**src/rtl/fmc_i2c_pkg.sv**
```systemverilog
// Shared types and slave addresses for the FMC I2C command path.
package fmc_i2c_pkg;

    typedef enum logic [2:0] {
        ST_IDLE,
        ST_GRANT,
        ST_ISSUE,
        ST_WAIT,
        ST_RESP
    } state_t;

    localparam logic [6:0] CPLD_ADDR    = 7'h3E;
    localparam logic [6:0] SI5338B_ADDR = 7'h70;
    localparam logic [6:0] QSFP_ADDR    = 7'h50;

    typedef struct packed {
        logic [6:0] dev_addr;
        logic [7:0] reg_addr;
        logic [7:0] wdata;
        logic       rnw;
    } i2c_cmd_t;

endpackage

```
**src/rtl/fmc_rr_arbiter.sv**
```systemverilog
// Round-robin pick: first asserted request at or after rr_ptr, wrapping to 0.
module fmc_rr_arbiter #(
    parameter int NUM_REQ = 3,
    parameter int PTR_W   = 2
) (
    input  logic [NUM_REQ-1:0] req,
    input  logic [PTR_W-1:0]   rr_ptr,
    output logic [NUM_REQ-1:0] grant,
    output logic               any
);
    localparam logic [PTR_W:0] N_L = (PTR_W + 1)'(NUM_REQ);

    logic [PTR_W:0] idx;

    // Scan from the farthest offset down so the nearest hit overwrites the rest.
    always_comb begin
        grant = '0;
        idx   = '0;
        for (int off = NUM_REQ - 1; off >= 0; off--) begin
            idx = {1'b0, rr_ptr} + (PTR_W + 1)'(off);
            if (idx >= N_L) idx = idx - N_L;
            if (req[idx[PTR_W-1:0]]) begin
                grant = '0;
                grant[idx[PTR_W-1:0]] = 1'b1;
            end
        end
    end

    assign any = |req;

endmodule

```
**src/rtl/fmc_i2c_cmd_arbiter.sv**
```systemverilog
// Arbitrates several requesters onto one byte-level I2C master, with a
// per-command timeout that aborts the master and reports back to the requester.
module fmc_i2c_cmd_arbiter
    import fmc_i2c_pkg::*;
#(
    parameter int NUM_REQ     = 3,
    parameter int TIMEOUT_CYC = 200000
) (
    input  logic                 clk,
    input  logic                 rst_n,
    input  logic [NUM_REQ-1:0]   req_valid,
    output logic [NUM_REQ-1:0]   req_ready,
    input  logic [7*NUM_REQ-1:0] req_dev_addr,
    input  logic [8*NUM_REQ-1:0] req_reg_addr,
    input  logic [8*NUM_REQ-1:0] req_wdata,
    input  logic [NUM_REQ-1:0]   req_rnw,
    output logic [NUM_REQ-1:0]   rsp_valid,
    output logic [7:0]           rsp_rdata,
    output logic                 rsp_nack,
    output logic                 rsp_timeout,
    output logic                 m_cmd_valid,
    input  logic                 m_cmd_ready,
    output logic [6:0]           m_dev_addr,
    output logic [7:0]           m_reg_addr,
    output logic [7:0]           m_wdata,
    output logic                 m_rnw,
    input  logic                 m_done,
    input  logic [7:0]           m_rdata,
    input  logic                 m_nack,
    output logic                 m_abort,
    output logic                 busy
);
    localparam int PTR_W = (NUM_REQ > 1) ? $clog2(NUM_REQ) : 1;
    localparam int CNT_W = (TIMEOUT_CYC > 1) ? $clog2(TIMEOUT_CYC) : 1;
    localparam logic [CNT_W-1:0] TMO_LAST = CNT_W'(TIMEOUT_CYC - 1);
    localparam logic [PTR_W-1:0] PTR_LAST = PTR_W'(NUM_REQ - 1);

    state_t             state, state_nxt;
    logic [PTR_W-1:0]   rr_ptr;
    logic [NUM_REQ-1:0] arb_grant, grant_q;
    logic               arb_any;
    logic [PTR_W-1:0]   grant_idx;
    i2c_cmd_t           sel_cmd, cmd_q;
    logic [CNT_W-1:0]   tmo_cnt;
    logic [7:0]         rdata_q;
    logic               nack_q, tmo_q;
    logic               tmo_hit, done_hit;

    fmc_rr_arbiter #(
        .NUM_REQ (NUM_REQ),
        .PTR_W   (PTR_W)
    ) u_rr_arbiter (
        .req    (req_valid),
        .rr_ptr (rr_ptr),
        .grant  (arb_grant),
        .any    (arb_any)
    );

    always_comb begin
        grant_idx = '0;
        for (int i = 0; i < NUM_REQ; i++)
            if (grant_q[i]) grant_idx = PTR_W'(i);
    end

    always_comb begin
        sel_cmd = '0;
        for (int i = 0; i < NUM_REQ; i++) begin
            if (grant_q[i]) begin
                sel_cmd.dev_addr = req_dev_addr[7*i +: 7];
                sel_cmd.reg_addr = req_reg_addr[8*i +: 8];
                sel_cmd.wdata    = req_wdata[8*i +: 8];
                sel_cmd.rnw      = req_rnw[i];
            end
        end
    end

    // Completion is only honoured in WAIT; it beats a coincident timeout.
    assign tmo_hit  = ((state == ST_ISSUE) || (state == ST_WAIT)) && (tmo_cnt == TMO_LAST);
    assign done_hit = (state == ST_WAIT) && m_done;

    always_comb begin
        state_nxt = state;
        case (state)
            ST_IDLE:  if (arb_any) state_nxt = ST_GRANT;
            ST_GRANT: state_nxt = ST_ISSUE;
            ST_ISSUE: begin
                if (tmo_hit)          state_nxt = ST_RESP;
                else if (m_cmd_ready) state_nxt = ST_WAIT;
            end
            ST_WAIT:  if (done_hit || tmo_hit) state_nxt = ST_RESP;
            ST_RESP:  state_nxt = ST_IDLE;
            default:  state_nxt = ST_IDLE;
        endcase
    end

    always_ff @(posedge clk or negedge rst_n) begin
        if (!rst_n) state <= ST_IDLE;
        else        state <= state_nxt;
    end

    always_ff @(posedge clk or negedge rst_n) begin
        if (!rst_n) begin
            rr_ptr  <= '0;
            grant_q <= '0;
            cmd_q   <= '0;
            tmo_cnt <= '0;
            rdata_q <= '0;
            nack_q  <= 1'b0;
            tmo_q   <= 1'b0;
        end else begin
            if ((state == ST_IDLE) && arb_any) grant_q <= arb_grant;

            if (state == ST_GRANT) begin
                cmd_q   <= sel_cmd;
                tmo_cnt <= '0;
            end else if ((state == ST_ISSUE) || (state == ST_WAIT)) begin
                tmo_cnt <= tmo_cnt + CNT_W'(1);
            end

            if (done_hit) begin
                rdata_q <= cmd_q.rnw ? m_rdata : 8'h00;
                nack_q  <= m_nack;
                tmo_q   <= 1'b0;
            end else if (tmo_hit) begin
                rdata_q <= 8'h00;
                nack_q  <= 1'b0;
                tmo_q   <= 1'b1;
            end

            if (state == ST_RESP)
                rr_ptr <= (grant_idx == PTR_LAST) ? '0 : grant_idx + PTR_W'(1);
        end
    end

    assign req_ready   = (state == ST_GRANT) ? grant_q : '0;
    assign m_cmd_valid = (state == ST_ISSUE);
    assign m_dev_addr  = cmd_q.dev_addr;
    assign m_reg_addr  = cmd_q.reg_addr;
    assign m_wdata     = cmd_q.wdata;
    assign m_rnw       = cmd_q.rnw;
    assign m_abort     = tmo_hit && !done_hit;
    assign rsp_valid   = (state == ST_RESP) ? grant_q : '0;
    assign rsp_rdata   = (state == ST_RESP) ? rdata_q : 8'h00;
    assign rsp_nack    = (state == ST_RESP) && nack_q;
    assign rsp_timeout = (state == ST_RESP) && tmo_q;
    assign busy        = (state != ST_IDLE);

endmodule

```
**config.mk**
```make
export PLATFORM = sky130hd
export DESIGN_NAME = fmc_i2c_cmd_arbiter
export DESIGN_NICKNAME = d
export VERILOG_FILES = /design/src/rtl/fmc_i2c_pkg.sv /design/src/rtl/fmc_rr_arbiter.sv /design/src/rtl/fmc_i2c_cmd_arbiter.sv
export SDC_FILE = /design/constraint.sdc
export NUM_CORES = 1
export LEC_CHECK = 0
export ABC_AREA = 1
export CORE_MARGIN = 2
export CORE_UTILIZATION = 48
export DETAILED_ROUTE_END_ITERATION = 6
export PLACE_DENSITY = 0.82
export SETUP_SLACK_MARGIN = 0.02
export SKIP_CTS_REPAIR_TIMING = 1
export SLEW_MARGIN = 0
export SYNTH_ARGS = -nofsm -noshare
export SYNTH_HDL_FRONTEND = slang
export SYNTH_SLANG_ARGS = --single-unit
```
**constraint.sdc**
```tcl
create_clock -name clk -period 3.45 [get_ports clk]
set_clock_uncertainty 0.15 [all_clocks]
set_input_delay 0.8625 -clock clk [delete_from_list [all_inputs] [get_ports clk]]
set_output_delay 0.8625 -clock clk [all_outputs]
set_load 0.1 [all_outputs]
```
# ---- After elaboration in Yosys (flattened, before gate mapping)
# Index checks and enable logic that the tools add are counted.
dict set report word_totals {
  register_bits 60
  in_bits 88
  wordCells 95
}
dict set report classes {
  muxes 41
  n_reduce_logical 18
  magnitude_cmp 9
  addsub 7
  eq_ne 9
}
# op n
set op_table {}
lappend op_table {{$mux 24} 3}
lappend op_table {{$mux 18} 2}
lappend op_table {{$mux 8} 4}
lappend op_table {{$mux 3} 9}
lappend op_table {{$add 18x1->18 const B} 1}
lappend op_table {{$eq 18x18->1 const B} 1}
lappend op_table {{$pmux 3 s4} 1}
lappend op_table {{$mux 1} 11}
lappend op_table {{$mux 2} 5}
lappend op_table {{$logic_and 1x1->1} 9}
lappend op_table {{$lt 2x3->1 const B} 3}
lappend op_table {{$bmux 1 s2} 3}
lappend op_table {{$demux 1 s2} 3}
lappend op_table {{$eq 3x2->1 const B} 2}
lappend op_table {{$ge 2x1->1 const B} 3}
lappend op_table {{$ge 3x2->1 const B} 2}
lappend op_table {{$sub 2x2->2 const B} 3}
lappend op_table {{$reduce_bool 2->1} 2}
lappend op_table {{$add 2x1->3 const B} 1}
lappend op_table {{$add 2x2->3 const B} 1}
lappend op_table {{$eq 3x1->1 const B} 1}
lappend op_table {{$eq 3x3->1 const B} 1}
lappend op_table {{$logic_not 3->1} 1}
lappend op_table {{$ne 3x1->1 const B} 1}
lappend op_table {{other kinds (10)} 11}

# ---- Depth between registers and ports, before layout
# Gate-level depths: netlist of the first run.
dict set report logic_depth {
  depth_word 10
  ltp_mapped 10
  depth_no_buf 10
}

# ---- Cells and area by module
# A second synthesis of the first run with hierarchy kept.
dict set report hier_totals {
  cells_unflattened 477
  hier_area_um2 3490.8
}
# mod seq_area_each_um2 cells_each area_per_inst_um2 instances
set modules_own_cells {}
lappend modules_own_cells {fmc_i2c_cmd_arbiter 1501.4 430 3234.4 1}
lappend modules_own_cells {fmc_rr_arbiter 0.0 47 256.5 1}

# ---- Worst setup path after synthesis of the first run
# No wires, ideal clock.
dict set report synth_path {
  path_kind {input to output}
  from {input m_done}
  to {output m_abort}
  n_path_buf 0
  stages 3
  t_required_ps 2438
  slack_ps -1716
  t_arrival_ps 4153
  path_cell_list {nand2_1 -> inv_1 -> nor4b_1}
}
dict set report synth_between {
  elab_chain_len 3
}
# element line
set synth_rtl {}
lappend synth_rtl {{from (decl)} fmc_i2c_cmd_arbiter.sv:27} ;# input logic m_done,
lappend synth_rtl {{$logic_and 1x1->1} fmc_i2c_cmd_arbiter.sv:79} ;# assign done_hit = (state == ST_WAIT) && m_done;
lappend synth_rtl {{$logic_not 1->1} fmc_i2c_cmd_arbiter.sv:141} ;# assign m_abort = tmo_hit && !done_hit;
lappend synth_rtl {{$logic_and 1x1->1} fmc_i2c_cmd_arbiter.sv:141}
lappend synth_rtl {{to (decl)} fmc_i2c_cmd_arbiter.sv:30} ;# output logic m_abort,
# No other way between the ends.

# ---- Worst setup path after layout of the first run
# Same ends and word-level chain as after synthesis.

==> flow_metrics.tcl, run 1 <==
set metrics [dict create \
    muxShareOfSynthArea_pct 0 \
    syn_area_mm2 0.00350 \
    syn_inst 484 \
    seqPwrFrac_pct 24.2 \
    rows 31 \
    placed_area_mm2 0.00484 \
    max-slew-margin-rel_pct 35.9 \
    final_hold_viol_count 0 \
    yosysTopAreaCell "dfrtp_1" \
    fillCellCount 584 \
    r2r_cells 10 \
    synth.top_cell.area_share_pct 42.9 \
    async_reset_ff_share_pct 100 \
    port_buffers 130 \
    hold_end "m_wdata[5]" \
    min_from "m_wdata[5]" \
    path_buf_inv 3 \
    path_max_fanout 3 \
    postRouteAntennaNets 0 \
    ys_top_cells_by_area "dfrtp_1, nand2_1, a21oi_1, o21ai_0, inv_1" \
    track_usage_pct 24.4 \
    diodes 0 \
    worstReg2RegEnd "tmo_cnt[5]" \
    worst_ep_required_time_ns 2.44 \
    fin_crit_sh_pct 86.9 \
    vias 3644 \
    status "finished clean" \
    drt_iter0_drc 196 \
    min_path_cells 2 \
    netSwitchingFraction_pct 54.1 \
    antenna_found_initial 0 \
    rr_startpoint "state[2]" \
    routedWlPerCell_um 13.6 \
    die_y_um 89.4 \
    synth_nets 577 \
    core_area_mm2 0.00718 \
    synth_edf_count 0 \
    synth-adder-area-share_pct 1.79 \
    crit_slowest_cell "clkdlybuf4s50_1" \
    die_w_um 89.4 \
    fmax_ghz 0.334 \
    hold_class "reg2reg" \
    start_util_pct 48.8 \
    drt-pass1-iter-count 4 \
    slew_viol_final 0 \
    cp_top_family "buffers and inverters" \
    final_nets 702 \
    drc_errors 0 \
    clockBufferDepth 2 \
    end_kind "primary output" \
    cts_num_sinks 60 \
    ys_ff_latch 60 \
    path_clk_slew_ns 0.07 \
    rsz0062_at_grt "no" \
    avgSynthCellArea_um2 7.24 \
    p_per_area_mw_per_mm2 909 \
    cts_root_buffer "clkbuf_8" \
    synth_common_cells "nand2_1, a21oi_1, dfrtp_1" \
    power_leakage_nw 2.36 \
    grt_pass1_vias 3444 \
    synth_compound_area_share_pct 17.5 \
    grt_pass1_wl_mm 15.2 \
    synth_flop_cell "dfrtp_1" \
    combinationalPowerShare_pct 59.4 \
    p_sw_mw 2.49 \
    synth_most_common_cell "nand2_1" \
    setup_tns_ns 0 \
    yosysSeqAreaShare_pct 42.9 \
    clk_latency_ns 0.34 \
    dp_hpwl_mm 7.07 \
    dieArea_mm2 0.00800 \
    worst_slew_pin_slew_ns 0.960 \
    cts_tree "done" \
    htree_levels 3 \
    crit_type "in2out" \
    cts_buffers 9 \
    grt_max_degree 61 \
    viasPerCell 5.11 \
    netlist-cell-type-count 31 \
    ys_warn_count 0 \
    cp.arrival_ns 1.99 \
    period_needed_ns 3.00 \
    drive_above_1_share_pct 14.3 \
    setup.worst_path.start_class "input pin" \
    grt_overflow 0 \
    synthXorXnorAreaFrac_pct 0 \
    final_design_area_no_fill_mm2 0.00507 \
    peakVddDrop_v 0.000625 \
    max_cap_viol_count 0 \
    synth-simple-area-share_pct 29.3 \
    gp_congestion 0.867 \
    setup_viol 0 \
    ios 131 \
    power_frac_clock_pct 16.4 \
    area_growth_pct 44.8 \
    r2r_slack_ns 1.16 \
    synth_top_family_by_area "simple AND/OR/NAND/NOR gates" \
    crit_chain "clkdlybuf4s50_1 -> nand2_1 -> inv_1 -> nor4b_4 -> buf_12" \
    internal_power_mw 2.12 \
    slowest_delay_ns 0.40 \
    routed_wl_mm 9.70 \
]
-- worst max-delay path by stage --
stage	startpoint	endpoint	slack, ns	cells past startpoint
finish	m_done	m_abort	0.45	5
global route	grant_q[2]	rsp_valid[2]	0.38	4
CTS	m_done	m_abort	0.44	5
detailed placement	m_done	m_abort	0.45	5
global placement	m_done	m_abort	0.46	5
floorplan	state[2]	rsp_rdata[0]	0.18	5
-- cell type report --
type,instances,area (um2),share of cell area [%]
multi-input cells,350,1720,33.8
flip-flops and latches,60,1500,29.6
repair buffers,135,1300,25.7
inverters,53,199,3.92
clock buffers,11,131,2.59
well taps,99,124,2.44
clock inverters,5,100,1.97
-- power groups by stage --
stage	registers, mW	clock network (mW)	logic, mW
2_1_floorplan	2.01	0	1.19
3_3_place_gp	1.12	0	2.68
3_5_place_dp	1.13	0	2.73
4_1_cts	1.12	0.769	2.74
5_1_grt	1.15	0.805	2.93
6_report	1.12	0.755	2.74
-- worst reg2reg max path, cell delays in order, from the launching register on --
cell     delay (ns)
dfrtp_1        0.50
inv_2          0.07
nand3_2        0.19
buf_4          0.54
nand2_4        0.23
inv_2          0.13
nor2_2         0.04
and2_4         0.14
nand2_1        0.05
nand2_1        0.05
a21oi_2        0.12
-- metrics by stage --
| step | util (%) | instances | power [mW] | setup WS (ns) | hold slack (ns) |
|---|---|---|---|---|---|
| 3_5_place_dp | 67.5 | 697 | 3.86 | 0.448 | 0.316 |
| 3_3_place_gp | 67.5 | 697 | 3.80 | 0.461 | 0.313 |
| 5_1_grt | 70.7 | 713 | 4.88 | 0.383 | 0.362 |
| 6_report | 70.7 | 713 | 4.61 | 0.452 | 0.332 |
| 2_1_floorplan | - | 484 | 3.20 | 0.176 | 0.303 |
| 4_1_cts | 70.7 | 713 | 4.63 | 0.444 | 0.334 |
-- sequential cells by signal, indices dropped and copies added, names as in the netlist, 2 cells and up --
name	count
m_wdata	8
m_reg_addr	8
grant_q	3
rr_ptr	2
state	3
m_dev_addr	7
tmo_cnt	18
rdata_q	8
-- per-layer routing --
metal,vias to the layer above,GRT usage [%],wire (um)
met5,-,0,0
met4,0,10.4,180
met3,18,4.80,473
met2,103,41.9,4970
met1,1696,29.9,4080
li1,1827,-,-
-- placed cells by master (no fill, tap or decap), types with 11 or more instances in the layout --
master / instances
nand3_1: 24
inv_1: 49
nand2_1: 129
o21ai_0: 48
buf_4: 42
nor2_1: 37
nor3_1: 11
a21oi_1: 60
dfrtp_1: 60
clkdlybuf4s50_1: 86
-- logic make-up (layout without fill, tap and decap cells) --
family                   count (synthesis)  count (layout)
AO/OA/AOI/OAI                          117             117
adder cells (fa/ha/maj)                  5               5
AND/OR/NAND/NOR                        228             228
buffers and inverters                   74             204
flip-flops                              60              60
(Power assumes the default switching activity.)
==> inputs of run 2 (changes only) <==
- CORE_UTILIZATION: 48 -> 50
- CTS_BUF_LIST: unset -> sky130_fd_sc_hd__clkbuf_4 sky130_fd_sc_hd__clkbuf_8
- PLACE_DENSITY: 0.82 -> 0.85
==> flow_metrics.tcl, run 2 (synthesis gave the netlist of run 1 again) <==
set metrics [dict create \
    status "finished clean" \
    end_kind "primary output" \
    clk_latency_ns 0.35 \
    dp_slack_ns 0.404 \
    gp_congestion 0.885 \
    setup.worst_path.start_class "input pin" \
    grt_overflow 0 \
    cp_top_family "buffers and inverters" \
    fmax_ghz 0.328 \
    htree_levels 3 \
    peakVddDrop_v 0.000738 \
    power.total_mw 4.70 \
    ios 131 \
    drt_iter0_drc 243 \
    cts_root_buffer "clkbuf_8" \
    path_max_fanout 3 \
    largest_reg_flops 18 \
    vias 3767 \
    routedWlPerCell_um 14.5 \
    cts_buffers 9 \
    max_cap_viol_count 0 \
    holdWs_ns 0.333 \
    worst_slew_pin_slew_ns 0.999 \
    worst_ep_required_time_ns 2.44 \
    area_growth_pct 45.4 \
    fillCellCount 499 \
    track_usage_pct 26.7 \
    cts_num_sinks 60 \
    crit_type "in2out" \
    drc_errors 0 \
    rsz0062_at_grt "no" \
    r2r_cells 6 \
    cp.depth 5 \
    grt_pass1_vias 3569 \
    path_clk_slew_ns 0.07 \
    rows 30 \
    viasPerCell 5.30 \
    slowest_delay_ns 0.40 \
    grt_pass1_wl_mm 16.2 \
    dieArea_mm2 0.00769 \
    clockBufferDepth 2 \
    crit_chain "clkdlybuf4s50_1 -> nand2_1 -> inv_1 -> nor4b_4 -> buf_12" \
    final_nets 703 \
    setup_tns_ns 0 \
    cp.arrival_ns 2.03 \
    cts_tree "done" \
    final_hold_viol_count 0 \
    core_area_mm2 0.00679 \
    hold_class "reg2reg" \
    path_buf_inv 3 \
    final_cell_mix "nand2_1, clkdlybuf4s50_1, a21oi_1, dfrtp_1, inv_1" \
    crit_slowest_cell "clkdlybuf4s50_1" \
    min_path_cells 2 \
    slew_viol_final 0 \
    power_leakage_nw 2.37 \
    drt-pass1-iter-count 5 \
    postRouteAntennaNets 0 \
    top_register "tmo_cnt" \
    layout_commonest_cell "nand2_1" \
    port_buffers 130 \
    period_needed_ns 3.04 \
    drive_above_1_share_pct 14.8 \
    routed_wl_mm 10.3 \
    max-slew-margin-rel_pct 33.3 \
    dp_hpwl_mm 7.34 \
    setup_viol 0 \
    p_per_area_mw_per_mm2 923 \
    grt_max_degree 65 \
    die_y_um 87.7 \
    fin_crit_sh_pct 88.3 \
    start_util_pct 51.6 \
    fin_ws_ns 0.405 \
    antenna_found_initial 0 \
    die_w_um 87.7 \
    diodes 0 \
]
## run 2: final cells by class
cell class	instances	area, um2	area share [%]
Clock inverter	6	111	2.19
Multi-Input combinational cell	350	1720	33.7
Sequential cell	60	1500	29.5
Tap cell	96	120	2.36
Inverter	53	199	3.91
Timing Repair Buffer	136	1310	25.7
Clock buffer	10	138	2.70
## run 2: metrics by stage
step,cells,instance area [um2],utilization (%)
after global placement,695,4840,71.3
after detailed placement,695,4840,71.3
after CTS,711,5090,75.0
after floorplan,484,3520,-
after global routing,711,5090,75.0
final,711,5090,75.0
## run 2: report_power, final
part	total [mW]	leakage, nW	switching [mW]	internal (mW)
logic	2.78	1.47	2.09	0.690
registers	1.12	0.780	0.167	0.956
clock network	0.799	0.122	0.300	0.499
## run 2: path summary, 6_finish.rpt
check | start | endpoint | slack [ns]
max | m_done | m_abort | 0.41
min | m_wdata[0] | m_wdata[0] | 0.33
max reg2reg | grant_q[1] | m_reg_addr[1] | 1.24
min reg2reg | m_wdata[0] | m_wdata[0] | 0.33
max in group asynchronous | rst_n | m_dev_addr[3] | 2.53
min in group asynchronous | rst_n | tmo_cnt[5] | 0.36
## run 2: worst reg2reg max path, delay by kind of cell, from the launching register on
kind	cells	cell delay, ns
compound gates	2	0.33
buf+inv	1	0.24
flops	1	0.41
simple gates	3	1.02
## run 2: per-layer routing
| metal | part of all wire (%) | global-route usage, % | wire length, um |
|---|---|---|---|
| met5 | 0 | 0 | 0 |
| met4 | 2.5 | 9.23 | 257 |
| met3 | 5.9 | 5.09 | 608 |
| met2 | 51 | 44.6 | 5230 |
| met1 | 41 | 35.0 | 4190 |
==> inputs of run 3 (changes only) <==
- PLACE_DENSITY: 0.85 -> 0.86
==> flow_metrics.tcl, run 3 (synthesis gave the netlist of run 1 again) <==
set metrics [dict create \
    cts_num_sinks 60 \
    ios 131 \
    wl_met3_um 584 \
    layout_commonest_cell "nand2_1" \
    seqPwrFrac_pct 24.1 \
    slowest_delay_ns 0.40 \
    start_util_pct 51.6 \
    clockBufferDepth 2 \
    drive_above_1_share_pct 15.1 \
    cts_buffers 9 \
    routedWlPerCell_um 14.3 \
    peakVddDrop_v 0.000611 \
    p_per_area_mw_per_mm2 918 \
    die_w_um 87.7 \
    drc_errors 0 \
    slew_viol_final 0 \
    setup_tns_ns 0 \
    drt_iter0_drc 273 \
    end_kind "primary output" \
    final_nets 705 \
    core_area_mm2 0.00679 \
    final_cell_mix "nand2_1, clkdlybuf4s50_1, a21oi_1, dfrtp_1, inv_1" \
    worst_ep_required_time_ns 2.44 \
    holdWs_ns 0.333 \
    period_needed_ns 3.04 \
    dieArea_mm2 0.00769 \
    track_usage_pct 27.0 \
    clk_latency_ns 0.34 \
    path_max_fanout 3 \
    power_frac_clock_pct 17.0 \
    path_clk_slew_ns 0.07 \
    gp_congestion 0.901 \
    postRouteAntennaNets 0 \
    area_growth_pct 45.5 \
    cp.arrival_ns 2.03 \
    final_hold_viol_count 0 \
    antenna_found_initial 0 \
    largest_reg_flops 18 \
    viasPerCell 5.22 \
    combinationalPowerShare_pct 58.9 \
    vias 3722 \
    top_register "tmo_cnt" \
    crit_chain "clkdlybuf4s50_1 -> nand2_1 -> inv_1 -> nor4b_4 -> buf_12" \
    grt_max_degree 61 \
    netSwitchingFraction_pct 54.0 \
    rsz0062_at_grt "no" \
    diodes 0 \
    grt_pass1_wl_mm 16.4 \
    cts_tree "done" \
    p_sw_mw 2.53 \
    port_buffers 130 \
    die_y_um 87.7 \
    setup_viol 0 \
    grt_pass1_vias 3555 \
    status "finished clean" \
    met1Wirelength_mm 4.31 \
    cts_root_buffer "clkbuf_8" \
    crit_type "in2out" \
    routed_wl_mm 10.2 \
    max-slew-margin-rel_pct 49.5 \
    rows 30 \
    internal_power_mw 2.15 \
    worst_slew_pin_slew_ns 0.758 \
    dr_wl_met2_mm 5.15 \
    final_util_pct 75.0 \
    fin_crit_sh_pct 88.1 \
    max_cap_viol_count 0 \
    grt_overflow 0 \
    fmax_ghz 0.329 \
    power_leakage_nw 2.38 \
    htree_levels 3 \
    crit_slowest_cell "clkdlybuf4s50_1" \
    dp_hpwl_mm 7.33 \
    drt-pass1-iter-count 5 \
    highest_layer "met4" \
    hold_class "reg2reg" \
    setup.worst_path.start_class "input pin" \
]
## run 3: changes by cell type in the layout (fill, tap and decap cells not counted)
cell,before,now
buf_4,43,46
buf_12,6,5
## run 3: cell type report
cell class,count,area [um2]
clock buffers,10,138
repair buffers,138,1310
fillers,510,1700
inverters,53,199
well taps,96,120
clock inverters,6,111
multi-input cells,350,1720
flip-flops and latches,60,1500
## run 3: layer usage
| metal | vias up | global-route usage (%) |
|---|---|---|
| met3 | 14 | 6.88 |
| li1 | 1835 | - |
| met5 | - | 0 |
| met4 | 0 | 7.97 |
| met1 | 1740 | 34.4 |
| met2 | 133 | 45.2 |
## run 3: worst paths after layout
kind / start / end / slack [ns] / cells past startpoint
min reg2reg: m_dev_addr[1] / m_dev_addr[1] / 0.33 / 2
max: m_done / m_abort / 0.41 / 5
min in group asynchronous: rst_n / tmo_cnt[11] / 0.53 / 2
max reg2reg: rr_ptr[0] / grant_q[1] / 1.54 / 9
min: m_dev_addr[1] / m_dev_addr[1] / 0.33 / 2
max in group asynchronous: rst_n / m_dev_addr[5] / 2.12 / 2
## run 3: power by group through the flow
stage	sequential (mW)	combinational, mW	clock, mW
floorplan	2.01	1.19	0
global placement	1.12	2.69	0
detailed placement	1.14	2.75	0
CTS	1.13	2.76	0.809
global route	1.16	2.96	0.844
finish	1.13	2.76	0.797
## run 3: metrics by stage
stage | cells | setup slack, ns | power [mW] | instance area [um2]
3_3_place_gp | 697 | 0.422 | 3.81 | 4850
6_report | 713 | 0.409 | 4.68 | 5100
4_1_cts | 713 | 0.402 | 4.70 | 5100
2_1_floorplan | 484 | 0.176 | 3.20 | 3520
3_5_place_dp | 697 | 0.402 | 3.89 | 4850
5_1_grt | 713 | 0.239 | 4.96 | 5100
## run 3: critical path: cells and delay by family
kind | cells | cell delay, ns
buffers and inverters | 3 | 0.72
AND/OR/NAND/NOR | 2 | 0.44
